--- config.mk ---
export PLATFORM = sky130hd
export DESIGN_NAME = gray_code_unit
export DESIGN_NICKNAME = d
export VERILOG_FILES = /design/src/rtl/gray_code_unit.sv
export SDC_FILE = /design/constraint.sdc
export NUM_CORES = 1
export LEC_CHECK = 0
export ABC_AREA = 1
export BUFFER_PORTS_ARGS = -buffer_cell sky130_fd_sc_hd__buf_2
export CORE_MARGIN = 5
export CORE_UTILIZATION = 55
export DETAILED_ROUTE_END_ITERATION = 6
export PLACE_DENSITY = 0.79
export SLEW_MARGIN = 5
export SYNTH_ARGS = -nofsm -noshare
export SYNTH_HDL_FRONTEND = slang
export SYNTH_SLANG_ARGS = --single-unit
--- constraint.sdc ---
create_clock -name clk -period 3.8 [get_ports clk]
set_clock_uncertainty 0.15 [all_clocks]
set_input_delay 0 -clock clk [delete_from_list [all_inputs] [get_ports clk]]
set_output_delay 0 -clock clk [all_outputs]
set_load 0.05 [all_outputs]
--- src/rtl/gray_code_unit.sv ---
// Registered Gray <-> binary converter with valid/ready handshake on both
// sides and an optional Gray step checker that flags multi-bit jumps between
// consecutive accepted words of the same mode.
module gray_code_unit #(
  parameter int WIDTH      = 8,
  parameter bit CHECK_STEP = 1'b1
) (
  input  logic             clk,
  input  logic             rst,
  input  logic             mode,
  input  logic             in_valid,
  output logic             in_ready,
  input  logic [WIDTH-1:0] in_data,
  output logic             out_valid,
  input  logic             out_ready,
  output logic [WIDTH-1:0] out_data,
  output logic             out_step_err
);

  // Prefix-XOR from the MSB down: each binary bit is the parity of all
  // Gray bits at or above it.
  function automatic logic [WIDTH-1:0] gray_to_bin(input logic [WIDTH-1:0] g);
    logic [WIDTH-1:0] b;
    b = '0;
    b[WIDTH-1] = g[WIDTH-1];
    for (int i = WIDTH - 2; i >= 0; i--) begin
      b[i] = b[i+1] ^ g[i];
    end
    return b;
  endfunction

  function automatic logic [WIDTH-1:0] bin_to_gray(input logic [WIDTH-1:0] b);
    return b ^ (b >> 1);
  endfunction

  // True when more than one bit of d is set: clearing the lowest set bit
  // leaves something behind only if a second bit was set.
  function automatic logic multi_bit(input logic [WIDTH-1:0] d);
    return |(d & (d - WIDTH'(1)));
  endfunction

  // ---- stage p0: input cycle, combinational conversion and step check ----
  logic             accept_p0;
  logic [WIDTH-1:0] conv_p0;
  logic             err_p0;

  // ---- stage p1: output register ----
  logic             vld_p1;
  logic [WIDTH-1:0] data_p1;
  logic             err_p1;

  // Only a stalled, full output register blocks the input; in_valid is not
  // involved so there is no combinational loop through the source.
  assign in_ready  = ~vld_p1 | out_ready;
  assign accept_p0 = in_valid & in_ready;
  assign conv_p0   = mode ? bin_to_gray(in_data) : gray_to_bin(in_data);

  if (CHECK_STEP) begin : g_check
    logic [WIDTH-1:0] curr_gray_p0;
    logic [WIDTH-1:0] prev_gray;
    logic             prev_valid;
    logic             prev_mode;

    // In binary mode the converted word is already the Gray form.
    assign curr_gray_p0 = mode ? conv_p0 : in_data;

    // A mode change exempts the first word of the new mode; repeats and
    // single-bit changes (including wrap-around) are legal.
    assign err_p0 = prev_valid & (mode == prev_mode)
                  & multi_bit(curr_gray_p0 ^ prev_gray);

    // Reference word tracking: every accepted word, errored or not, becomes
    // the new reference.
    always_ff @(posedge clk) begin
      if (rst) begin
        prev_valid <= 1'b0;
        prev_gray  <= '0;
        prev_mode  <= 1'b0;
      end else if (accept_p0) begin
        prev_valid <= 1'b1;
        prev_gray  <= curr_gray_p0;
        prev_mode  <= mode;
      end
    end
  end else begin : g_nocheck
    assign err_p0 = 1'b0;
  end

  // Output register: load on accept, drain on out_ready, hold when stalled.
  always_ff @(posedge clk) begin
    if (rst) begin
      vld_p1  <= 1'b0;
      data_p1 <= '0;
      err_p1  <= 1'b0;
    end else if (accept_p0) begin
      vld_p1  <= 1'b1;
      data_p1 <= conv_p0;
      err_p1  <= err_p0;
    end else if (out_ready) begin
      vld_p1  <= 1'b0;
    end
  end

  assign out_valid    = vld_p1;
  assign out_data     = data_p1;
  assign out_step_err = err_p1;

endmodule

* Word level (Yosys, flattened, before mapping) *
Cells that the tools add are included.

storage, ports and cells
  output and inout port bits = 11
  input bits = 13
  flip-flop bits (word level) = 20

operators by class
  reduce and logical (&&, ||, !) cells = 2
  mux-type cells = 4
  add/sub/neg operators = 1
  bitwise gates (word level) = 15
  equal/unequal tests = 1

operators by type and width
  kind                                               count
  two-way mux 8 bit                                  2
  AND 8 bit                                          1
  OR reduction 8 bit                                 1
  subtractor 8 x 1 -> 8 bit (second input constant)  1
  XOR 8 x 7 -> 8 bit                                 1
  XOR 8 bit                                          1
  XOR 1 bit                                          7
  AND 1 bit                                          3
  two-way mux 1 bit                                  2
  nonzero test 2 bit                                 1
  equality test 1 bit                                1
  NOT 1 bit                                          1
  bitwise OR 1 bit                                   1

* Depth between registers and ports, before layout *
Gate-level depths: netlist of the first run.

  word-level depth = 14
  mapped depth = 16
  gate-level depth less buffers = 16

* Worst setup path before layout of the first run *
OpenSTA, ideal clock, no wires.

  kind = reg-to-reg
  start point = reg vld_p1 (netlist: out_valid)
  end point = reg data_p1[2] (netlist: out_data[2])
  period minus slack after synthesis = 2.112 ns
  required time = 3.533 ns
  library setup time = 0.117 ns
  cell stages (with the launch flop) = 7
  setup slack = 1.688 ns
  arrival = 1.846 ns
  cell sequence = dfxtp_1 -> nand2_1 -> nand2_1 -> inv_1 -> clkbuf_1 -> o211ai_1 -> inv_1

between the ends
  cells in the longest elaborated chain, start to end = 3

RTL lines
  item                      RTL line  source
  start: declaration        48        logic vld_p1;
  start signal: assignment  92        vld_p1 <= 1'b0;
  start signal: assignment  96        vld_p1 <= 1'b1;
  start signal: assignment  100       vld_p1 <= 1'b0;
  NOT 1 bit                 54        assign in_ready = ~vld_p1 | out_ready;
  bitwise OR 1 bit          54
  named net in_ready        12        output logic in_ready,
  AND 1 bit                 55        assign accept_p0 = in_valid & in_ready;
  end signal: assignment    97        data_p1 <= conv_p0;
  end: declaration          49        logic [WIDTH-1:0] data_p1;

The timed path passes the listed nets, and every way through them passes these cells.
A chain may end at the register's enable or synchronous reset.

* Worst setup path in the final report of the first run *
  start point = in out_ready
  end point = reg g_check.prev_gray[0]

between the ends
  cells in the longest elaborated chain, start to end = 2

RTL lines
  item                    RTL line  source
  start: declaration      15        input logic out_ready,
  bitwise OR 1 bit        54
  AND 1 bit               55
  end signal: assignment  81        prev_gray <= curr_gray_p0;
  end: declaration        60        logic [WIDTH-1:0] prev_gray;

No other way between the ends.

==> results of run 1 <==
==> cell type report <==
cell class,instances,area [um2]
Multi-Input combinational cell,164,763
Inverter,32,123
Fill cell,211,681
Clock buffer,3,22.5
Tap cell,28,35.0
Sequential cell,19,380
Clock inverter,1,5.00
Timing Repair Buffer,36,245
==> worst max path at each step <==
stage                                       to  cells past startpoint  startpoint  slack, ns
after global placement             out_data[2]                      6   out_valid       2.12
after floorplan                    out_data[2]                      6   out_valid       1.69
final                     g_check.prev_gray[0]                      9   out_ready       1.47
after detailed placement           out_data[2]                      6   out_valid       2.08
after global routing      g_check.prev_gray[0]                      9   out_ready       1.37
after CTS                 g_check.prev_gray[0]                      9   out_ready       1.54
==> worst reg2reg max path, delay by kind of cell (launching register included) <==
| kind | cells | cell delay [ns] |
|---|---|---|
| flip-flops | 1 | 0.35 |
| AO/OA/AOI/OAI | 2 | 0.30 |
| buffers and inverters | 2 | 0.96 |
| AND/OR/NAND/NOR | 2 | 0.41 |
==> synthesized netlist by cell type, drive strengths merged <==
cell and count:
nand2 84, o21ai 18, xor2 4, o211ai 1, buf 5, inv 32
a31oi 4, or2 1, a21oi 13, nand3 26, clkbuf 2, nor2 13
dfxtp 19
==> flip-flops by register name, indices dropped and copies added, names as in the netlist <==
name and count:
g_check.prev_gray 8, g_check.prev_mode 1, g_check.prev_valid 1, out_data 7, out_step_err 1, out_valid 1
==> cell families after synthesis <==
family,synth area share
XOR/XNOR,0.0322
buffers and inverters,0.134
AND/OR/NAND/NOR,0.404
flip-flops,0.288
AO/OA/AOI/OAI,0.142
==> power by group <==
part / internal (mW) / switching (mW)
Combinational: 0.0636 / 0.125
Sequential: 0.216 / 0.00949
Clock: 0.0393 / 0.0669
Total: 0.319 / 0.202
==> metal layers <==
metal / wire, um / up-vias
met5: 0 / -
met4: 55 / 0
met3: 157 / 7
met2: 1280 / 39
met1: 1430 / 590
li1: - / 767
==> repair_timing <==
item	4_1_cts	5_1_grt
resized for setup	0	0
hold buffers	13	0
endpoints found under the hold margin	16	0
==> metrics by stage <==
step | std cells | total power [mW] | worst slack (ns) | instance area, um2
floorplan | 222 | 0.374 | 1.69 | 1320
global placement | 266 | 0.407 | 2.12 | 1420
finish | 283 | 0.521 | 1.47 | 1570
global route | 283 | 0.563 | 1.37 | 1570
CTS | 283 | 0.524 | 1.54 | 1570
detailed placement | 266 | 0.407 | 2.08 | 1420
==> impl_results.md, run 1 <==
* Period utilization at 0.612
* Hold wc startpoint: in_valid
* Worst path cell trace: dlygate4sd3_1 -> buf_2 -> inv_1 -> nand2_1 -> nand2_1 -> inv_1 -> o21ai_0 -> a31oi_1 -> dlygate4sd3_1
* Reg2Reg Depth at 6
* Root Driver: clkbuf_4
* GPL Wtd Cong at 0.864
* M3 GR Usage at 0.0349
* Final nets at 269
* Fmax achieved at 0.430 GHz
* Max incr delay on CP at 0.59 ns
* Pwr Density at 331 nW/um2
* Pin count of the biggest net entering global routing at 23
* Slowest-stage cell, CP: dlygate4sd3_1
* Post-DP HPWL at 2080 um
* DRC Markers at 0
* Hold Crit Depth at 4
* Cell family with most CP delay: buffers and inverters
* Met2 global-route usage at 0.303
* TritonCTS Buffers at 3
* CTS tree: built
* P_leak at 0.894 nW
* Max IR drop VDD at 202 uV
* Synth Instances at 222
* Max-cap violations at 0
* Worst Hold End: g_check.prev_gray[3]
* ANT nets after route at 0
* Most common cell after layout, fill and taps aside: nand2_1
* WP data required at 3.85 ns
* Seq cells post-synth at 19
* Iteration-0 DRC Markers at 46
* Final WL at 2920 um
* Avg Inst Size Synth at 5.95 um2
* R2R Path End: g_check.prev_gray[0]
* Global Route Usage Sum at 0.186
* H-tree levels at 1
* Syn. warnings at 0
* Startpoint Class: primary input
* Synth top area share at 0.288
* Routed via count at 1403
* FP Rows at 17
* Crit path max fanout at 22
* Final Max Tran Viols at 0
* Worst-skew pair later-pin latency at 0.30 ns
* Min Hold Slack at 0.183 ns
* Post-Syn Area at 1320 um2
* Hold crit path type: in -> reg
* Worst r2r src: out_valid
* Post-DR vias/cell at 4.96
* Crit path kind: in -> reg
* Longest Clk Path Bufs at 2
* Final setup viols at 0
* Post-CTS setup buffers at 0
* Status: finished, final reports clean
* Chip Width at 59.0 um
* Routed WL per cell at 10.3 um
* Area grow syn2layout at 19.2%
* Detailed Routing Iterations Pass 1 at 4
* Count of cell types in the netlist at 22
* First-pass GRT wire length at 5130 um
* Min Clock Period, post-route at 2.33 ns
* Critical Path Sink Type: flop
* Fin util at 0.698
* Final TNS setup at 0 ns
* Worst Max-Slew Pin Slew at 0.536 ns
* Die area at 3480 um2
* Die Y-Extent at 59.0 um
* Area contributors post-synth: dfxtp_1 29%, nand2_1 22%, nand3_1 8.7%
* GR peak layer: met2
* Cell accounting for the most synthesized area: dfxtp_1
* Critical Path AT at 2.38 ns
* Met1 Resource Use GR at 0.241
* CTS sink cnt at 19
* Initial Util at 0.585
* Post-synth net total at 235
* Most frequent cells in the layout: 78 x nand2_1, 27 x inv_1, 23 x nand3_1, 23 x buf_2, 19 x dfxtp_1
* Antenna violations before repair at 0
* Core ar. at 2250 um2
* Ant. Diodes at 0
* WP buf/inv at 5
* Vias in the first global route at 1221
* I/O Buffers at 23
* Worst-path clk slew at 0.11 ns
* Slew HR at 0.642
* GRT Residual Overflow at 0
* Hold Fails Final Rpt at 0
* Num ports at 24
* Sequential share of the synthesized area at 0.288
* Layout cells sized above 1 at 0.169
* RSZ-0062 raised after global routing: no
* Worst R2R Setup Slack at 1.52 ns
(Power assumes the default switching activity.)
==> inputs of run 2 (changes only) <==
--- a/config.mk
+++ b/config.mk
@@ -7,10 +7,11 @@
 export LEC_CHECK = 0
 export ABC_AREA = 1
 export BUFFER_PORTS_ARGS = -buffer_cell sky130_fd_sc_hd__buf_2
+export CORE_ASPECT_RATIO = 2
 export CORE_MARGIN = 5
-export CORE_UTILIZATION = 55
+export CORE_UTILIZATION = 49
 export DETAILED_ROUTE_END_ITERATION = 6
-export PLACE_DENSITY = 0.79
+export PLACE_DENSITY = 0.74
 export SLEW_MARGIN = 5
 export SYNTH_ARGS = -nofsm -noshare
 export SYNTH_HDL_FRONTEND = slang
==> constraint.sdc (replaced) <==
create_clock -name clk -period 2.1 [get_ports clk]
set_clock_uncertainty 0.15 [all_clocks]
set_input_delay 0 -clock clk [delete_from_list [all_inputs] [get_ports clk]]
set_output_delay 0 -clock clk [all_outputs]
set_load 0.05 [all_outputs]
==> run 2 against run 1 <==
Non-clock buffer count is 6 lower; sequential share of layout area is 0.65 points higher; total power is 93% higher; sequential cell count stayed put; register-to-register slack worse by 0.97 ns; final cell count is 2.1% lower; global-route usage is 1.9 points lower; setup slack worse by 1.1 ns; worst hold slack worse by 0.15 ns; critical endpoint is now out_data[0]; first-iteration DRC count is 54% lower; wire length is 1.5% higher; cell area is 2.6% lower; highest routed layer unchanged.
==> impl_results.md, run 2 (synthesis results as in run 1) <==
* Slew HR at 0.622 (-0.0199)
* Top reg by flops: g_check.prev_gray
* Fmax achieved at 0.563 GHz
* GRT Residual Overflow at 0 (unchanged)
* Initial Util at 0.514 (-0.0718)
* TritonCTS Buffers at 3 (unchanged)
* Fin util at 0.596 (-0.102)
* Die Y-Extent at 83.4 um (+41%)
* Critical Path Sink Type: flop
* ANT nets after route at 0 (unchanged)
* Final TNS setup at 0 ns (unchanged)
* Most frequent cells in the layout: 77 x nand2_1, 27 x inv_1, 23 x nand3_1, 23 x buf_2, 19 x dfxtp_1
* Root Driver: clkbuf_8
* FP Rows at 26 (+9)
* Final setup viols at 0 (unchanged)
* Most common cell after layout, fill and taps aside: nand2_1
* Design Area, Final at 1530 um2 (-2.6%)
* Total power at 1.01 mW (+93%)
* Area grow syn2layout at 16.1%
* Hold Fails Final Rpt at 0 (unchanged)
* Crit path max fanout at 4 (-82%)
* WP data required at 2.11 ns (-1.74 ns)
* Max IR drop VDD at 456 uV (+130%)
* Ant. Diodes at 0 (unchanged)
* Setup ws final at 0.325 ns (-1.15 ns)
* Startpoint Class: primary input
* Num ports at 24 (unchanged)
* P_leak at 0.876 nW (-2.0%)
* Global Route Usage Sum at 0.167 (-0.0192)
* Iteration-0 DRC Markers at 21 (-54%)
* Placed insts at 267 (+0.38%)
* Largest register FFs at 8 (unchanged)
* CTS sink cnt at 19 (unchanged)
* Longest Clk Path Bufs at 2 (unchanged)
* Post-DR vias/cell at 5.00 (+0.86%)
* Pwr Density at 657 nW/um2 (+98%)
* DRC Markers at 0 (unchanged)
* Hold wc startpoint: in_data[2]
* Final WL at 2970 um (+1.5%)
* Antenna violations before repair at 0 (unchanged)
* Crit path launch: in_data[7]
* Vias in the first global route at 1257 (+2.9%)
* Pre-CTS setup slack at 0.525 ns (-1.56 ns)
* Max-cap violations at 0 (unchanged)
* Period utilization at 0.845
* Post-CTS setup buffers at 0 (unchanged)
* Routed via count at 1385 (-1.3%)
* Worst r2r src: out_valid
* Hold crit path type: in -> reg
* Worst-path clk slew at 0.07 ns (-0.04 ns)
* Die area at 3890 um2 (+12%)
* Placed inst area at 1430 um2 (+0.71%)
* Final nets at 263 (-2.2%)
* Final Max Tran Viols at 0 (unchanged)
* First-pass GRT wire length at 5060 um (-1.5%)
* Detailed Routing Iterations Pass 1 at 4 (unchanged)
* GPL Wtd Cong at 0.850 (-1.6%)
* Routed WL per cell at 10.7 um (+3.7%)
* Layout cells sized above 1 at 0.181 (+0.0121)
* Critical Path AT at 1.79 ns (-0.59 ns)
* Min Clock Period, post-route at 1.78 ns
* Resized Gates After CTS at 0 (unchanged)
* CTS tree: built
* Chip Width at 46.7 um (-21%)
* H-tree levels at 1 (unchanged)
* Crit path kind: in -> reg
* I/O Buffers at 23 (unchanged)
* Worst-skew pair later-pin latency at 0.26 ns (-0.04 ns)
* Worst Max-Slew Pin Slew at 0.566 ns (+0.0298 ns)
* Core ar. at 2570 um2 (+14%)
* Min Hold Slack at 0.0302 ns (-0.152 ns)
* RSZ-0062 raised after global routing: no
* Fin cells at 277 (-2.1%)
* Post-DP HPWL at 2270 um (+9.4%)
* Pin count of the biggest net entering global routing at 23 (unchanged)
* Status: finished, final reports clean
## run 2: layer usage
layer | global-route usage | part of all wire | up-vias
met1 | 0.188 | 0.41 | 585
met4 | 0.0756 | 0.032 | 0
met5 | 0 | 0 | -
li1 | - | - | 757
met3 | 0.0130 | 0.036 | 9
met2 | 0.294 | 0.52 | 34
## run 2: what timing repair did
item                                   in CTS  in global routing
endpoints found under the hold margin       7                  0
hold buffers                                6                  0
setup endpoints to repair                   0                  0
## run 2: worst paths after layout
path	end	cells past startpoint	slack [ns]
max	out_data[0]	14	0.32
min	g_check.prev_gray[2]	5	0.03
max reg2reg	out_valid	5	0.55
min reg2reg	g_check.prev_valid	2	0.33
## run 2: final cells by class
| cell class | count | area, um2 |
|---|---|---|
| fill | 278 | 1040 |
| multi-input combinational | 164 | 766 |
| sequential | 19 | 380 |
| timing repair buffer | 30 | 183 |
| inverter | 32 | 123 |
| clock buffer | 3 | 41.3 |
| tap | 28 | 35.0 |
| clock inverter | 1 | 5.00 |
## run 2: critical path, cell delays in order
cell and delay, ns:
dlygate4sd3_1 0.53, buf_2 0.14, inv_1 0.09, nand2_2 0.08, nand3_1 0.11, nand2_2 0.08, xor2_2 0.17, or2_1 0.23
nand3_2 0.08, nand2_1 0.05, nand2_1 0.05, nand3_1 0.06, nand2_1 0.08, inv_1 0.03
## run 2: power breakdown
part	total [mW]	switching (mW)	internal [mW]
combinational	0.337	0.229	0.108
clock	0.262	0.130	0.132
sequential	0.408	0.0164	0.391
